$ cat config.mk
export PLATFORM = sky130hd
export DESIGN_NAME = nco_sweep_ctrl
export DESIGN_NICKNAME = d
export VERILOG_FILES = /design/src/rtl/nco_sweep_ctrl.sv
export SDC_FILE = /design/constraint.sdc
export NUM_CORES = 1
export LEC_CHECK = 0
export BUFFER_PORTS_ARGS = -buffer_cell sky130_fd_sc_hd__buf_2
export CAP_MARGIN = 5
export CORE_MARGIN = 2
export CORE_UTILIZATION = 55
export DETAILED_ROUTE_END_ITERATION = 6
export GPL_TIMING_DRIVEN = 0
export HOLD_SLACK_MARGIN = 0.15
export PLACE_DENSITY_LB_ADDON = 0.05
export SLEW_MARGIN = 40
export SYNTH_ARGS = -nofsm -noshare
export SYNTH_HDL_FRONTEND = slang
export SYNTH_SLANG_ARGS = --single-unit
$ cat constraint.sdc
create_clock -name clk -period 4.9 [get_ports clk]
set_input_delay 0.245 -clock clk [delete_from_list [all_inputs] [get_ports clk]]
set_output_delay 0.245 -clock clk [all_outputs]
set_load 0.02 [all_outputs]
$ cat src/rtl/nco_sweep_ctrl.sv
// Linear phase-increment sweep generator feeding the NCO; optional NCO_SWEEP_CNT_EN adds a completed-sweep counter.
// Registered outputs: start at edge N gives f_start at edge N+1. There is no backpressure; abort always wins.
module nco_sweep_ctrl #(
  parameter int APR = 32,
  parameter int DWW = 16
) (
  input  logic           clk,
  input  logic           reset,
  input  logic           start,
  input  logic           abort,
  input  logic           continuous,
  input  logic [APR-1:0] f_start,
  input  logic [APR-1:0] f_stop,
  input  logic [APR-1:0] f_step,
  input  logic [DWW-1:0] dwell,
  output logic [APR-1:0] phi_inc_o,
  output logic           step_stb,
  output logic           busy,
  output logic           done
`ifdef NCO_SWEEP_CNT_EN
  ,
  output logic [15:0]    sweep_cnt
`endif
);

  typedef enum logic [1:0] {S_IDLE, S_DWELL, S_DONE} state_t;

  state_t         r_state, w_state_nxt;
  logic [APR-1:0] r_phi, w_phi_nxt;
  logic [DWW-1:0] r_cnt, w_cnt_nxt;
  logic [APR-1:0] r_cfg_start, r_cfg_stop, r_cfg_step;
  logic [DWW-1:0] r_cfg_dwell;
  logic           r_cfg_cont, r_cfg_up;
  logic           r_stb, r_busy, r_done;
  logic           w_stb_nxt, w_busy_nxt, w_done_nxt, w_load;

  logic [APR:0]   w_sum, w_dif;
  logic [APR-1:0] w_step_val;
  logic           w_cnt_zero, w_at_stop;

  // One extra bit so overshoot past f_stop (or below zero) is visible and clamped, never wrapped.
  assign w_sum      = {1'b0, r_phi} + {1'b0, r_cfg_step};
  assign w_dif      = {1'b0, r_phi} - {1'b0, r_cfg_step};
  assign w_cnt_zero = (r_cnt == '0);
  assign w_at_stop  = (r_phi == r_cfg_stop);

  always_comb begin
    w_step_val = r_cfg_stop;
    if (r_cfg_step == '0)
      w_step_val = r_cfg_stop;
    else if (r_cfg_up)
      w_step_val = (w_sum > {1'b0, r_cfg_stop}) ? r_cfg_stop : w_sum[APR-1:0];
    else
      w_step_val = (w_dif[APR] || (w_dif[APR-1:0] < r_cfg_stop)) ? r_cfg_stop : w_dif[APR-1:0];
  end

  always_comb begin
    w_state_nxt = r_state;
    w_phi_nxt   = r_phi;
    w_cnt_nxt   = r_cnt;
    w_stb_nxt   = 1'b0;
    w_busy_nxt  = 1'b0;
    w_done_nxt  = 1'b0;
    w_load      = 1'b0;
    case (r_state)
      S_IDLE: begin
        if (start) begin
          w_state_nxt = S_DWELL;
          w_phi_nxt   = f_start;
          w_cnt_nxt   = dwell;
          w_stb_nxt   = 1'b1;
          w_busy_nxt  = 1'b1;
          w_load      = 1'b1;
        end
      end
      S_DWELL: begin
        w_busy_nxt = 1'b1;
        if (!w_cnt_zero) begin
          w_cnt_nxt = r_cnt - DWW'(1);
        end else if (!w_at_stop) begin
          w_phi_nxt = w_step_val;
          w_cnt_nxt = r_cfg_dwell;
          w_stb_nxt = 1'b1;
        end else if (r_cfg_cont) begin
          w_phi_nxt = r_cfg_start;
          w_cnt_nxt = r_cfg_dwell;
          w_stb_nxt = 1'b1;
        end else begin
          w_state_nxt = S_DONE;
          w_busy_nxt  = 1'b0;
          w_done_nxt  = 1'b1;
        end
      end
      S_DONE:  w_state_nxt = S_IDLE;
      default: w_state_nxt = S_IDLE;
    endcase
    if (abort) begin
      w_state_nxt = S_IDLE;
      w_phi_nxt   = r_phi;
      w_cnt_nxt   = r_cnt;
      w_stb_nxt   = 1'b0;
      w_busy_nxt  = 1'b0;
      w_done_nxt  = 1'b0;
      w_load      = 1'b0;
    end
  end

  always_ff @(posedge clk or posedge reset) begin
    if (reset) begin
      r_state     <= S_IDLE;
      r_phi       <= '0;
      r_cnt       <= '0;
      r_stb       <= 1'b0;
      r_busy      <= 1'b0;
      r_done      <= 1'b0;
      r_cfg_start <= '0;
      r_cfg_stop  <= '0;
      r_cfg_step  <= '0;
      r_cfg_dwell <= '0;
      r_cfg_cont  <= 1'b0;
      r_cfg_up    <= 1'b0;
    end else begin
      r_state <= w_state_nxt;
      r_phi   <= w_phi_nxt;
      r_cnt   <= w_cnt_nxt;
      r_stb   <= w_stb_nxt;
      r_busy  <= w_busy_nxt;
      r_done  <= w_done_nxt;
      if (w_load) begin
        r_cfg_start <= f_start;
        r_cfg_stop  <= f_stop;
        r_cfg_step  <= f_step;
        r_cfg_dwell <= dwell;
        r_cfg_cont  <= continuous;
        r_cfg_up    <= (f_stop >= f_start);
      end
    end
  end

  assign phi_inc_o = r_phi;
  assign step_stb  = r_stb;
  assign busy      = r_busy;
  assign done      = r_done;

`ifdef NCO_SWEEP_CNT_EN
  logic        w_cmp;
  logic [15:0] r_sweep_cnt;

  // A sweep counts once the final f_stop value has served its full dwell.
  assign w_cmp = (r_state == S_DWELL) && w_cnt_zero && w_at_stop && !abort;

  always_ff @(posedge clk or posedge reset) begin
    if (reset)
      r_sweep_cnt <= '0;
    else if (w_load)
      r_sweep_cnt <= '0;
    else if (w_cmp)
      r_sweep_cnt <= r_sweep_cnt + 16'd1;
  end

  assign sweep_cnt = r_sweep_cnt;
`endif

endmodule

After elaboration in Yosys (flattened, before gate mapping)
Cells that the tools add are included.

word-level totals
  bits in registers = 167
  input port bits = 117
  output and inout port bits = 35
  word-level logic and storage cells = 73

operators by class
  $add $sub $neg = 3
  order comparisons = 3
  equal/unequal tests = 10
  multiplexer cells = 36
  bitwise logic cells = 1
  reduce and logical (&&, ||, !) cells = 8

operators with widths
  cell                   count
  $mux 32                8
  $mux 16                4
  $pmux 32 s2            1
  $add 32x32->33         1
  $gt 33x32->1           1
  $sub 32x32->33         1
  $eq 32x32->1           1
  $ge 32x32->1           1
  $logic_not 32->1       1
  $lt 32x32->1           1
  $pmux 16 s2            1
  $logic_not 16->1       1
  $sub 16x1->16 const B  1
  $ne 3x3->1 const B     5
  $mux 1                 14
  $mux 2                 5
  $reduce_and 4->1       2
  $reduce_and 5->1       1
  $ne 2x2->1 const B     2
  $ne 4x4->1 const B     1
  $pmux 1 s2             2
  $pmux 2 s2             1
  $eq 2x1->1 const B     1
  $logic_not 2->1        1
  3 further kinds        3

Longest topological paths before layout
  word-level depth = 9
  gate-level depth with buffers = 25
  mapped depth without buffers = 23

Worst setup path after synthesis
No wires, ideal clock.

  path kind = register -> register
  from = register r_phi[0], in the netlist phi_inc_o[0]
  to = register r_phi[24], in the netlist phi_inc_o[24]
  setup time = 142 ps
  arrival = 4698 ps
  required time = 4758 ps
  slack = 60 ps
  stages on the path, launching flop included = 25
  path buffers = 2
  clock period less this slack = 4840 ps
  path through = dfrtp_1 ha_1 inv_1 fa_1 o21bai_2 o2111ai_2 nand3_2 a41oi_4 o21ai_2 a211oi_1 or4_1 a311oi_1 or2_2 ha_1 o21ai_0 nand2b_1 a21oi_1 a21o_1 mux2_2 a31o_2 and2_1 buf_4 buf_2 a221oi_1 o221ai_1

on the way
  longest elaborated chain between the ends = 9
  elaborated cells between the ends (all ways) = 15
  classes of those cells = add/sub: 2; order compare: 2; eq/ne: 2; mux: 7; reduce/logical: 2

ends and longest elaborated chain
  element                   line  RTL
  start: declaration        29    logic [APR-1:0] r_phi, w_phi_nxt;
  start signal: assignment  124   r_phi <= w_phi_nxt;
  $sub 32x32->33            43    assign w_dif = {1'b0, r_phi} - {1'b0, r_cfg_step};
  $lt 32x32->1              54    w_step_val = (w_dif[APR] || (w_dif[APR-1:0] < r_cfg_stop)) ? r_cfg_stop : w_dif[APR-1:0];
  $logic_or 1x1->1          54
  $mux 32                   54
  $mux 32                   51    else if (r_cfg_up)
  $mux 32                   49    if (r_cfg_step == '0)
  $mux 32                   80    end else if (!w_at_stop) begin
  $mux 32                   78    if (!w_cnt_zero) begin
  $pmux 32 s2               65    case (r_state)

Several ways; a longest one is shown, not always the timed one. The select of a mux whose other input is x is not followed.
A chain may end at the register's enable or synchronous reset.

Final worst setup path
  from = register r_cfg_step[0]
  to = register r_phi[14], in the netlist phi_inc_o[14]

on the way
  longest elaborated chain between the ends = 9
  elaborated cells between the ends (all ways) = 13
  classes of those cells = add/sub: 2; order compare: 2; mux: 7; reduce/logical: 2

ends and longest elaborated chain
  element                   line  RTL
  start: declaration        31    logic [APR-1:0] r_cfg_start, r_cfg_stop, r_cfg_step;
  start signal: assignment  132   r_cfg_step <= f_step;
  $sub 32x32->33            43
  $lt 32x32->1              54
  $logic_or 1x1->1          54
  $mux 32                   54
  $mux 32                   51
  $mux 32 *                 49
  $mux 32 *                 80
  $mux 32 *                 78
  $pmux 32 s2 *             65

Every way passes the cells marked *; elsewhere a longest branch is shown, timed or not. The select of a mux whose other input is x is not followed.

==> impl_results.html <==
<table>
<tr><th>Metric</th><th>Value</th></tr>
<tr><th colspan="2">Timing</th></tr>
<tr><td>Min cycle time layout</td><td>5220 ps</td></tr>
<tr><td>RSZ-0062 raised after global routing</td><td>yes</td></tr>
<tr><td>Final number of hold-violating endpoints</td><td>0</td></tr>
<tr><td>Transition time at the pin with the least slew margin</td><td>958 ps</td></tr>
<tr><td>Highest attainable clock frequency</td><td>0.192 GHz</td></tr>
<tr><td>Max Clock Skew</td><td>~20 ps</td></tr>
<tr><td>Final setup violation count</td><td>32</td></tr>
<tr><td>Final TNS setup</td><td>-7640 ps</td></tr>
<tr><td>Worst hold margin</td><td>135 ps</td></tr>
<tr><td>Worst path setup slack after routing</td><td>-319 ps</td></tr>
<tr><td>Portion of the clock cycle consumed by the worst path in the final layout</td><td>107%</td></tr>
<tr><td>Worst slew margin</td><td>a little over a third</td></tr>
<tr><td>Count of final max-slew check failures</td><td>0</td></tr>
<tr><th colspan="2">Synthesis</th></tr>
<tr><td>Netlist area before placement</td><td>13900 um2</td></tr>
<tr><td>Cells taking the most area after synthesis</td><td>sky130_fd_sc_hd__dfrtp_1 30%, sky130_fd_sc_hd__ha_1 14%, sky130_fd_sc_hd__nand2_1 6.4%</td></tr>
<tr><td>YS warnings</td><td>0</td></tr>
<tr><td>Most common cell in the synthesized netlist</td><td>sky130_fd_sc_hd__nand2_1</td></tr>
<tr><td>Post-synth ARST share</td><td>100%</td></tr>
<tr><td>Proportion of synthesized area in mux cells</td><td>0.387%</td></tr>
<tr><td>Most common library cells after synthesis</td><td>237 x sky130_fd_sc_hd__nand2_1, 169 x sky130_fd_sc_hd__o21ai_0, 167 x sky130_fd_sc_hd__dfrtp_1</td></tr>
<tr><td>Post-Synthesis Net Count</td><td>roughly 2000</td></tr>
<tr><td>Post-synthesis register bit count</td><td>between 150 and 200</td></tr>
<tr><td>Most used flip-flop cell after synthesis</td><td>sky130_fd_sc_hd__dfrtp_1</td></tr>
<tr><td>Largest family of logic cells by synthesized area</td><td>compound AO/OA/AOI/OAI gates</td></tr>
<tr><td>EDFF count, synth</td><td>0</td></tr>
<tr><td>Leading area contributor after synthesis</td><td>sky130_fd_sc_hd__dfrtp_1</td></tr>
<tr><td>Top cell type's share of synthesized area</td><td>30.1%</td></tr>
<tr><td>Post-synthesis area per instance</td><td>8.02 um2</td></tr>
<tr><td>Post-Syn Instances</td><td>1734</td></tr>
<tr><td>Number of library cell types mapped by synthesis</td><td>74</td></tr>
<tr><td>Post-synthesis adder-cell area fraction</td><td>14.8%</td></tr>
<tr><td>Complex-gate fraction of the synthesized area</td><td>between 20% and 30%</td></tr>
<tr><td>Synthesized-area fraction occupied by and/or/nand/nor cells</td><td>17.1%</td></tr>
<tr><td>Fraction of synthesized cell area in xor and xnor cells</td><td>6.17%</td></tr>
<tr><td>Proportion of synthesized chip area in sequential cells</td><td>30.1%</td></tr>
<tr><th colspan="2">Drt</th></tr>
<tr><td>Vias after detailed routing</td><td>15100</td></tr>
<tr><td>Iteration count of the initial detailed-routing pass</td><td>6</td></tr>
<tr><td>Count of antenna-violating nets left after detailed routing</td><td>0</td></tr>
<tr><td>Post-route DRC</td><td>0</td></tr>
<tr><td>Routed WL</td><td>~56 mm</td></tr>
<tr><td>Vias per cell</td><td>6.23</td></tr>
<tr><td>DRT iter0 DRCs</td><td>1932</td></tr>
<tr><td>Average wire length per cell after detail routing</td><td>approximately 23 um</td></tr>
<tr><th colspan="2">Die</th></tr>
<tr><td>Width of the die</td><td>163 um</td></tr>
<tr><td>Number of rows in the core area</td><td>58</td></tr>
<tr><td>Initial core utilization</td><td>55.7%</td></tr>
<tr><td>Die height</td><td>163 um</td></tr>
<tr><td>Core region area</td><td>25000 um2</td></tr>
<tr><td>I/O pin total</td><td>152</td></tr>
<tr><td>DIE AREA</td><td>between 20000 and 30000 um2</td></tr>
<tr><th colspan="2">GRT</th></tr>
<tr><td>Initial antenna violation count</td><td>1</td></tr>
<tr><td>Sum of overflow across all layers after global routing</td><td>0</td></tr>
<tr><td>Wire length of the first global-routing pass</td><td>83.1 mm</td></tr>
<tr><td>Largest net degree at the start of global routing</td><td>60</td></tr>
<tr><td>Number of global-route vias before repair</td><td>14500</td></tr>
<tr><td>Global Route Usage Sum</td><td>roughly two fifths</td></tr>
<tr><th colspan="2">Cells and area</th></tr>
<tr><td>Area added between synthesis and finish</td><td>33.3%</td></tr>
<tr><td>Post-route cell area</td><td>~19000 um2</td></tr>
<tr><td>Final #Nets</td><td>2365</td></tr>
<tr><td>Cell Count, Final, Fillers Out</td><td>2428</td></tr>
<tr><td>Footprint of the multi-input gates</td><td>between 9000 and 10000 um2</td></tr>
<tr><td>Ant diodes</td><td>0</td></tr>
<tr><td>Fillers</td><td>1888</td></tr>
<tr><td>Ratio of cells with drive above 1 in the final layout</td><td>21.7%</td></tr>
<tr><td>Fraction of the core area covered by cells at the end of the flow</td><td>about three quarters</td></tr>
<tr><td>FF+latch area</td><td>~4200 um2</td></tr>
<tr><th colspan="2">Power</th></tr>
<tr><td>Proportion of power drawn by flip-flops and latches</td><td>17.9%</td></tr>
<tr><td>Final Power</td><td>11.7 mW</td></tr>
<tr><td>Power share of the combinational group</td><td>between 60% and 70%</td></tr>
<tr><td>Net Switching</td><td>a little under 6 mW</td></tr>
<tr><td>Switching portion of total power</td><td>about half</td></tr>
<tr><td>Cell internal pwr</td><td>5.81 mW</td></tr>
<tr><td>Leak</td><td>8.45 nW</td></tr>
<tr><td>Power density of the placed cells</td><td>around 630 nW/um2</td></tr>
<tr><td>Proportion of power drawn by the clock network</td><td>12.8%</td></tr>
<tr><td>VDD IR-drop max</td><td>0.352 mV</td></tr>
<tr><th colspan="2">Status</th></tr>
<tr><td>Outcome</td><td>finished, violations left</td></tr>
<tr><td>Failing checks</td><td>negative setup slack</td></tr>
<tr><th colspan="2">Critical path</th></tr>
<tr><td>Worst reg2reg startpoint</td><td>r_cfg_step[0]</td></tr>
<tr><td>Worst EP required</td><td>5240 ps</td></tr>
<tr><td>Worst setup SP type</td><td>register</td></tr>
<tr><td>Crit Path Max Fanout</td><td>7</td></tr>
<tr><td>Max incr delay on CP</td><td>540 ps</td></tr>
<tr><td>Worst r2r dst</td><td>phi_inc_o[14]</td></tr>
<tr><td>Worst R2R Path Depth</td><td>25</td></tr>
<tr><td>Slowest stage cell, crit path</td><td>sky130_fd_sc_hd__or4_4</td></tr>
<tr><td>Launch point of the worst path</td><td>r_cfg_step[0]</td></tr>
<tr><td>Arrival time of the worst setup path</td><td>5560 ps</td></tr>
<tr><td>Worst reg-to-reg setup slack</td><td>-320 ps</td></tr>
<tr><td>Critical path type</td><td>reg2reg</td></tr>
<tr><td>Crit. End Element</td><td>register</td></tr>
<tr><th colspan="2">Clock network</th></tr>
<tr><td>Clk_lat worst skew</td><td>450 ps</td></tr>
<tr><td>Root buffer selected by CTS</td><td>sky130_fd_sc_hd__clkbuf_16</td></tr>
<tr><td>Maximum count of clock buffers along a single path</td><td>2</td></tr>
<tr><td>Sinks on Clock Net</td><td>167</td></tr>
<tr><td>CTS Buf Count</td><td>17</td></tr>
<tr><td>CTS tree</td><td>done</td></tr>
<tr><td>Total number of H-tree levels</td><td>4</td></tr>
<tr><td>Clock Pin Slew Worst Setup and Hold Paths</td><td>90 ps</td></tr>
<tr><th colspan="2">Min path</th></tr>
<tr><td>Hold Crit Endpoint</td><td>r_cfg_start[31]</td></tr>
<tr><td>Hold-critical path depth</td><td>3</td></tr>
<tr><td>Class of the tightest hold or removal check</td><td>in2reg</td></tr>
<tr><td>Startpoint of the worst hold path</td><td>f_start[31]</td></tr>
<tr><th colspan="2">Placement</th></tr>
<tr><td>Placer Congestion</td><td>0.974</td></tr>
<tr><td>Port Buffers</td><td>151</td></tr>
<tr><td>Number of instances in the placed design</td><td>2217</td></tr>
<tr><td>Post-place setup slack</td><td>-1120 ps</td></tr>
<tr><td>Total half-perimeter wirelength after legalization and detailed placement</td><td>40.0 mm</td></tr>
<tr><td>Post-Place Cell Area</td><td>15100 um2</td></tr>
<tr><th colspan="2">Flow run</th></tr>
<tr><td>Count of max-cap constraint violations</td><td>0</td></tr>
</table>
-- power groups by stage --
stage,combinational (mW),clock [mW],sequential (mW)
after floorplan,4.04,0,2.01
after global placement,5.71,0,2.07
after detailed placement,5.78,0,2.07
after CTS,7.14,1.49,2.05
after global routing,8.66,1.54,2.11
final,8.10,1.49,2.09
-- worst max path at each step --
stage                          end  slack [ps]  cells past startpoint
finish               phi_inc_o[14]        -320                     25
global route         phi_inc_o[21]        -420                     24
CTS                  phi_inc_o[21]        -160                     24
detailed placement    phi_inc_o[2]       -1120                     22
global placement    r_cfg_step[28]       -1930                      2
floorplan            phi_inc_o[24]          60                     24
-- worst max-delay path, delay by kind of cell, from the launching register on --
family	cells	cell delay, ps
adders and majority gates	3	720
muxes	1	290
and+or+nand+nor	6	1250
DFF	1	460
buffers and inverters	3	320
AOI/OAI and AO/OA	12	2050
-- cell families after synthesis --
| group | Yosys count |
|---|---|
| compound gates | 548 |
| xor+xnor | 98 |
| fa+ha+maj | 163 |
| buf+inv | 229 |
| flops | 167 |
| mux | 5 |
| simple gates | 524 |
-- routing by layer --
metal,GRT usage (%),vias to the layer above,share of wire (%)
met3,8.17,148,11
met5,0,-,0
li1,-,6857,-
met2,66.5,922,45
met1,54.9,7190,40
met4,15.9,0,4.5
-- what timing repair did --
item / 4_1_cts / 5_1_grt
cloned: 1 / 3
gates resized for setup: 167 / 72
hold buffers: 106 / 0
setup buffers: 55 / 17
pin swaps: 73 / 52
endpoints found under the setup margin: 32 / 32
hold endpoints to repair: 181 / 0
-- cell type report --
type	count	share of cell area, %
clock inverter	15	1.15
sequential	167	22.7
buffer	84	2.43
inverter	143	2.96
clock buffer	17	2.30
tap	330	2.23
multi-input combinational	1338	52.8
timing repair buffer	334	13.5
-- state kept, by name, summed over array words and instances (netlist names) --
name and flops:
done 1, r_cfg_up 1, r_cfg_start 32, phi_inc_o 32
r_cfg_stop 32, step_stb 1, r_cnt 16, r_cfg_step 32
busy 1, r_state 2, r_cfg_dwell 16, r_cfg_cont 1
-- placed cells by master (no fill, tap or decap), types with 18 or more instances in the layout --
master                          Yosys  final
sky130_fd_sc_hd__nor4_1            23     18
sky130_fd_sc_hd__nor2_1           109    105
sky130_fd_sc_hd__nand2_1          237    234
sky130_fd_sc_hd__a21o_1            37     37
sky130_fd_sc_hd__buf_4              4     70
sky130_fd_sc_hd__a211oi_1          34     21
sky130_fd_sc_hd__dfrtp_1          167    151
sky130_fd_sc_hd__nand2b_1          19     18
sky130_fd_sc_hd__buf_2             19    162
sky130_fd_sc_hd__dlygate4sd3_1      0    106
sky130_fd_sc_hd__ha_1             161    146
sky130_fd_sc_hd__xnor2_1           91     86
sky130_fd_sc_hd__clkbuf_1          54     50
sky130_fd_sc_hd__o21ai_0          169    158
sky130_fd_sc_hd__nand3_1           28     22
sky130_fd_sc_hd__clkbuf_16          0     19
sky130_fd_sc_hd__nand4_1           32     32
sky130_fd_sc_hd__nor3_1            24     21
sky130_fd_sc_hd__inv_1            140    136
sky130_fd_sc_hd__a21oi_1          146    127
(Power assumes the default switching activity.)
